==> src/rtl/msi_line_ctrl.sv <==
// MSI coherence controller for a small direct-mapped cache: tracks per-line state/tag,
// serves CPU hits, issues bus misses/upgrades with optional victim write-back, and reacts to snoops.
module msi_line_ctrl #(
  parameter  int NUM_LINES = 4,
  parameter  int TAG_W     = 4,
  localparam int IDX_W     = $clog2(NUM_LINES),
  localparam int ADDR_W    = TAG_W + IDX_W
) (
  input  logic              clock,
  input  logic              reset,
  input  logic              cpu_valid,
  input  logic              cpu_write,
  input  logic [ADDR_W-1:0] cpu_addr,
  output logic              cpu_ready,
  output logic              cpu_hit,
  output logic              bus_req,
  output logic [1:0]        bus_msg,
  output logic [ADDR_W-1:0] bus_addr,
  input  logic              bus_grant,
  output logic              wb_valid,
  output logic [ADDR_W-1:0] wb_addr,
  input  logic              snoop_valid,
  input  logic [1:0]        snoop_msg,
  input  logic [ADDR_W-1:0] snoop_addr,
  output logic              snoop_wb
);

  localparam logic [1:0] ST_I = 2'b00;
  localparam logic [1:0] ST_M = 2'b01;
  localparam logic [1:0] ST_S = 2'b10;

  localparam logic [1:0] MSG_RD   = 2'b00;
  localparam logic [1:0] MSG_WR   = 2'b01;
  localparam logic [1:0] MSG_INV  = 2'b10;
  localparam logic [1:0] MSG_NONE = 2'b11;

  typedef enum logic [1:0] {IDLE, WB, BUS, DONE} fsm_t;

  fsm_t              fsm_q;
  logic              reqWrite_q;
  logic [ADDR_W-1:0] reqAddr_q;
  logic [1:0]        lineState_q [NUM_LINES];
  logic [TAG_W-1:0]  lineTag_q   [NUM_LINES];

  logic [IDX_W-1:0]  cpuIdx;
  logic [TAG_W-1:0]  cpuTag;
  logic [1:0]        cpuLineState;
  logic [TAG_W-1:0]  cpuLineTag;
  logic              cpuLineHit;
  logic [IDX_W-1:0]  snpIdx;
  logic [TAG_W-1:0]  snpTag;
  logic              snpHit;
  logic [IDX_W-1:0]  reqIdx;
  logic [TAG_W-1:0]  reqTag;
  logic              grantNow;
  logic              snpApply;
  logic              snpKillsPending;

  assign cpuIdx       = cpu_addr[IDX_W-1:0];
  assign cpuTag       = cpu_addr[ADDR_W-1:IDX_W];
  assign cpuLineState = lineState_q[cpuIdx];
  assign cpuLineTag   = lineTag_q[cpuIdx];
  assign cpuLineHit   = (cpuLineState != ST_I) && (cpuLineTag == cpuTag);

  assign snpIdx = snoop_addr[IDX_W-1:0];
  assign snpTag = snoop_addr[ADDR_W-1:IDX_W];
  assign snpHit = snoop_valid && (lineState_q[snpIdx] != ST_I) && (lineTag_q[snpIdx] == snpTag);

  assign reqIdx   = reqAddr_q[IDX_W-1:0];
  assign reqTag   = reqAddr_q[ADDR_W-1:IDX_W];
  assign grantNow = (fsm_q == BUS) && bus_grant;

  // Our own granted fill owns the line this cycle, so a coinciding snoop on that index is dropped.
  assign snpApply = snpHit && !(grantNow && (snpIdx == reqIdx));

  // A pending upgrade whose S copy is stolen must now fetch the line as a write miss.
  assign snpKillsPending = snpApply && (fsm_q == BUS) && (bus_msg == MSG_INV) &&
                           ((snoop_msg == MSG_WR) || (snoop_msg == MSG_INV)) &&
                           (snoop_addr == reqAddr_q);

  always_ff @(posedge clock or posedge reset) begin
    if (reset) begin
      for (int i = 0; i < NUM_LINES; i++) begin
        lineState_q[i] <= ST_I;
        lineTag_q[i]   <= '0;
      end
      fsm_q      <= IDLE;
      reqWrite_q <= 1'b0;
      reqAddr_q  <= '0;
      cpu_ready  <= 1'b0;
      cpu_hit    <= 1'b0;
      bus_req    <= 1'b0;
      bus_msg    <= MSG_NONE;
      bus_addr   <= '0;
      wb_valid   <= 1'b0;
      wb_addr    <= '0;
      snoop_wb   <= 1'b0;
    end else begin
      cpu_ready <= 1'b0;
      cpu_hit   <= 1'b0;
      wb_valid  <= 1'b0;
      snoop_wb  <= 1'b0;

      if (snpApply) begin
        case (snoop_msg)
          MSG_RD: begin
            if (lineState_q[snpIdx] == ST_M) begin
              lineState_q[snpIdx] <= ST_S;
              snoop_wb            <= 1'b1;
            end
          end
          MSG_WR: begin
            if (lineState_q[snpIdx] == ST_M) snoop_wb <= 1'b1;
            lineState_q[snpIdx] <= ST_I;
          end
          MSG_INV: lineState_q[snpIdx] <= ST_I;
          default: ;
        endcase
      end

      case (fsm_q)
        IDLE: begin
          if (cpu_valid) begin
            reqWrite_q <= cpu_write;
            reqAddr_q  <= cpu_addr;
            if (cpuLineHit && (!cpu_write || (cpuLineState == ST_M))) begin
              cpu_ready <= 1'b1;
              cpu_hit   <= 1'b1;
            end else if (cpuLineHit) begin
              fsm_q    <= BUS;
              bus_req  <= 1'b1;
              bus_msg  <= MSG_INV;
              bus_addr <= cpu_addr;
            end else if (cpuLineState == ST_M) begin
              fsm_q    <= WB;
              wb_valid <= 1'b1;
              wb_addr  <= {cpuLineTag, cpuIdx};
            end else begin
              fsm_q    <= BUS;
              bus_req  <= 1'b1;
              bus_msg  <= cpu_write ? MSG_WR : MSG_RD;
              bus_addr <= cpu_addr;
            end
          end
        end
        WB: begin
          fsm_q    <= BUS;
          bus_req  <= 1'b1;
          bus_msg  <= reqWrite_q ? MSG_WR : MSG_RD;
          bus_addr <= reqAddr_q;
        end
        BUS: begin
          if (bus_grant) begin
            lineState_q[reqIdx] <= (bus_msg == MSG_RD) ? ST_S : ST_M;
            lineTag_q[reqIdx]   <= reqTag;
            bus_req             <= 1'b0;
            bus_msg             <= MSG_NONE;
            fsm_q               <= DONE;
          end else if (snpKillsPending) begin
            bus_msg <= MSG_WR;
          end
        end
        DONE: begin
          cpu_ready <= 1'b1;
          cpu_hit   <= 1'b0;
          fsm_q     <= IDLE;
        end
        default: fsm_q <= IDLE;
      endcase
    end
  end

endmodule

==> config.mk <==
export PLATFORM = sky130hd
export DESIGN_NAME = msi_line_ctrl
export DESIGN_NICKNAME = d
export VERILOG_FILES = /design/src/rtl/msi_line_ctrl.sv
export SDC_FILE = /design/constraint.sdc
export NUM_CORES = 1
export LEC_CHECK = 0
export BUFFER_PORTS_ARGS = -buffer_cell sky130_fd_sc_hd__buf_2
export CORE_ASPECT_RATIO = 1.4
export CORE_MARGIN = 1.5
export CORE_UTILIZATION = 30
export CTS_CLUSTER_SIZE = 24
export DETAILED_ROUTE_END_ITERATION = 8
export GPL_ROUTABILITY_DRIVEN = 0
export HOLD_SLACK_MARGIN = 0.06
export PLACE_DENSITY = 0.56
export SYNTH_ARGS = -nofsm -noshare
export SYNTH_HDL_FRONTEND = slang
export SYNTH_SLANG_ARGS = --single-unit
==> constraint.sdc <==
create_clock -name clock -period 5 [get_ports clock]
set_clock_uncertainty 0.2 [all_clocks]
set_input_delay 0.5 -clock clock [delete_from_list [all_inputs] [get_ports clock]]
set_output_delay 0.5 -clock clock [all_outputs]
set_load 0.02 [all_outputs]
==> tab_implementation.tex <==
\begin{tabular}{lr}
\hline
Metric & Value \\
\hline
\multicolumn{2}{l}{\textbf{Drt}} \\
\quad Vias post-DR & 2,348 \\
\quad Mean routed wirelength per cell & 16.8 um \\
\quad Post-Route WL & 7.80 mm \\
\quad First DRT Iteration DRCs & 154 \\
\quad Number of detailed-route iterations in the first pass & 6 \\
\quad Via density per instance & 5.05 \\
\quad Residual DRC & 0 \\
\quad Post-detailed-route count of antenna-violating nets & 0 \\
\multicolumn{2}{l}{\textbf{Logic synthesis}} \\
\quad Synthesized area per cell & 10.2 um\^{}2 \\
\quad Share of synthesized area occupied by flip-flops and latches & 0.434 \\
\quad Most used standard cell by instance count after synthesis & dfrtp\_1 \\
\quad Cell type with the highest aggregate area in the netlist & dfrtp\_1 \\
\quad Post-synth ARST share & 1.00 \\
\quad Net count after synthesis & 322 \\
\quad Leading cell types by total area after synthesis & dfrtp\_1 (42\%), mux4\_2 (6.0\%), nand2\_1 (5.8\%) \\
\quad Synth Instances & 294 \\
\quad Ys flop type & dfrtp\_1 \\
\quad Number of enable-type register cells in the synthesized netlist & 0 \\
\quad Top-area cell type share of the netlist area & 0.417 \\
\quad Most instantiated cells after synthesis & dfrtp\_1 (50), nand2\_1 (46), o21ai\_0 (30), inv\_1 (26) \\
\quad FF+latch count, synth & 52 \\
\quad Number of distinct standard cells referenced by the synthesized netlist & 53 \\
\quad Synth Cell Area & 0.00300 mm\^{}2 \\
\quad Yosys warns & 0 \\
\multicolumn{2}{l}{\textbf{Clocking}} \\
\quad Number of clock sinks seen by CTS & 52 \\
\quad CTS Buf Count & 5 \\
\quad Post-CTS setup-driven buffer insertion count & 0 \\
\quad Post-CTS Resized & 0 \\
\quad Maximum level of the CTS H-tree & 2 \\
\quad Clock tree from TritonCTS & built \\
\quad Bufs on Longest Clock Path & 2 \\
\quad Skew-Pair Late Insertion Delay & 0.29 ns \\
\quad Root buffer selected by CTS & clkbuf\_16 \\
\quad Clk slew on worst S/H paths & 0.07 ns \\
\quad Hold buffer count at cts & 0 \\
\multicolumn{2}{l}{\textbf{Pwr}} \\
\quad Standby leakage power & 1.61 nW \\
\quad Total power per unit cell area & 577 mW/mm\^{}2 \\
\quad Peak supply drop & 0.188 mV \\
\multicolumn{2}{l}{\textbf{Cells and area}} \\
\quad Fraction of final layout cells sized beyond drive strength 1 & 0.233 \\
\quad P\&R area growth vs syn & 15.8\% \\
\quad Filler instances & 1,004 \\
\quad Diodes inserted & 0 \\
\quad Final core area utilization & 0.353 \\
\quad Count of nets after finishing & 357 \\
\multicolumn{2}{l}{\textbf{Worst setup path}} \\
\quad Capturing element type of the critical path & flop \\
\quad Crit Path Class & in2reg \\
\quad Required @ worst endpoint & 4.97 ns \\
\quad Reg-to-reg startpoint & fsm\_q[0] \\
\quad Maximum net fanout on the critical path & 17 \\
\quad Cells on worst reg2reg path & 9 \\
\quad Slowest cell on the critical path & or4\_4 \\
\quad Chain of cells forming the critical path & buf\_2 > mux2i\_1 > xor2\_1 > nand3\_1 > or4\_4 > a21oi\_4 > a31oi\_1 > or3\_1 \\
\quad Startpoint kind of the worst setup timing path & primary input \\
\quad Worst stage delay on the critical path & 0.58 ns \\
\quad Flop2flop setup slack & 2.29 ns \\
\quad Number of buffer and inverter instances along the worst setup path & 1 \\
\quad Capturing point of the worst reg2reg path & lineState\_q[5] \\
\quad Crit path DAT & 2.73 ns \\
\quad Kind of cell with the highest combined delay on the critical path & simple AND/OR/NAND/NOR gates \\
\multicolumn{2}{l}{\textbf{GRT}} \\
\quad First-pass GRT wire length & 12.7 mm \\
\quad Number of antenna violations at the first check in global routing & 0 \\
\quad Maximum number of pins on one net before global-route repair & 53 \\
\quad All-Layer GR Usage & 0.158 \\
\quad Total congestion overflow after global routing & 0 \\
\quad Vias in the first global route & 2,454 \\
\multicolumn{2}{l}{\textbf{Timing}} \\
\quad Setup tns final & 0 ns \\
\quad RSZ-0062 raised after global routing & no \\
\quad Final hold violation count & 0 \\
\quad Worst slew slack as a fraction of its limit & 0.551 \\
\quad Post-layout worst setup margin & 2.24 ns \\
\quad Maximum operating frequency & 0.363 GHz \\
\quad Worst hold-check slack & 0.179 ns \\
\quad Final setup violation count & 0 \\
\quad Final Slew Violations & 0 \\
\quad Min cycle time layout & 2.76 ns \\
\quad Final clock period utilization by the worst path & 0.551 \\
\quad Slew of the pin with the lowest slew margin & 0.674 ns \\
\multicolumn{2}{l}{\textbf{Floorplanning}} \\
\quad Core area & 0.00985 mm\^{}2 \\
\quad Top-Level Pins & 39 \\
\quad Chip width & 87.5 um \\
\quad Initial Utilization & 0.305 \\
\quad Die area & 0.0106 mm\^{}2 \\
\quad Die Y-Extent & 121 um \\
\quad Row cnt & 43 \\
\multicolumn{2}{l}{\textbf{Place}} \\
\quad Worst slack at placement & 1.93 ns \\
\quad Detailed placer's ending HPWL & 6.01 mm \\
\quad Port bufs & 38 \\
\multicolumn{2}{l}{\textbf{Status}} \\
\quad Result of the run & complete, no violations \\
\multicolumn{2}{l}{\textbf{Min path}} \\
\quad Class of the most critical hold timing path & in2async \\
\multicolumn{2}{l}{\textbf{Job}} \\
\quad Total of max-cap violations & 0 \\
\hline
\end{tabular}
## tightest hold or removal path: cells and delay by family
| kind | cells | cell delay (ns) |
|---|---|---|
| buf+inv | 3 | 0.65 |
## metal layers
layer	share of wire	routed length (um)	GRT usage	vias to the layer above
met2	0.54	4210	0.281	61
li1	-	-	-	1109
met4	0.029	229	0.0615	0
met5	0	0	0	-
met3	0.038	299	0.0272	14
met1	0.39	3060	0.186	1164
## final cells by class
| class | count | area [um^2] | area share |
|---|---|---|---|
| multi-input cells | 205 | 1540 | 0.443 |
| flip-flops and latches | 52 | 1300 | 0.375 |
| repair buffers | 39 | 198 | 0.0569 |
| well taps | 135 | 169 | 0.0486 |
| clock buffers | 6 | 129 | 0.0371 |
| inverters | 26 | 97.6 | 0.0281 |
| clock inverters | 2 | 38.8 | 0.0112 |
## through the flow
step | power [mW] | cell area (um^2) | instances
after global routing | 2.15 | 3470 | 465
after floorplan | 1.36 | 3000 | 294
after CTS | 2.03 | 3470 | 465
after detailed placement | 1.62 | 3310 | 457
after global placement | 1.60 | 3310 | 457
final | 2.00 | 3470 | 465
## layout by cell type (no fill, tap or decap), drive strengths merged, types with 2 or more instances in the layout
cell type	n
xor2	9
inv	27
o21ai	32
nand3	4
a222oi	5
nand4	2
o22ai	4
a211oi	3
a21oi	6
dfstp	2
nand4b	2
o31ai	3
a31oi	3
dfrtp	50
mux4	8
ha	8
nand2	46
or3	3
and4	2
nor3	6
and4b	3
xnor2	9
clkbuf	6
mux2i	9
mux2	12
buf	39
nor2	9
## how the worst max path moves through the flow
stage | from | endpoint | slack, ns | cells after the start
finish | snoop_addr[1] | lineState_q[5] | 2.24 | 8
global route | fsm_q[0] | lineState_q[5] | 2.03 | 9
CTS | snoop_addr[1] | lineState_q[3] | 2.23 | 8
detailed placement | snoop_addr[1] | lineState_q[5] | 1.93 | 8
global placement | snoop_addr[1] | lineState_q[3] | 1.98 | 8
floorplan | cpu_addr[0] | wb_addr[2] | 2.40 | 8
## cells by family (layout without fill, tap and decap cells)
logic type	after synthesis	count (layout)	share of synthesized area
compound gates	64	64	0.143
xor+xnor	18	18	0.0550
fa+ha+maj	8	8	0.0333
buf+inv	37	73	0.0529
flops	52	52	0.434
mux	29	29	0.135
simple gates	86	86	0.147
## registers in the layout (all words and copies together) (netlist names)
signal	count
bus_addr	6
bus_msg	2
bus_req	1
cpu_hit	1
cpu_ready	1
fsm_q	2
lineState_q	8
lineTag_q	16
reqAddr_q	6
reqWrite_q	1
snoop_wb	1
wb_addr	6
wb_valid	1
## power by group
| group | switching, mW | internal, mW | total [mW] | leakage [nW] |
|---|---|---|---|---|
| combinational | 0.483 | 0.356 | 0.839 | 0.880 |
| clock | 0.155 | 0.238 | 0.393 | 0.0815 |
| sequential | 0.164 | 0.607 | 0.771 | 0.651 |
| total | 0.802 | 1.20 | 2.00 | 1.61 |
(Power assumes the default switching activity.)
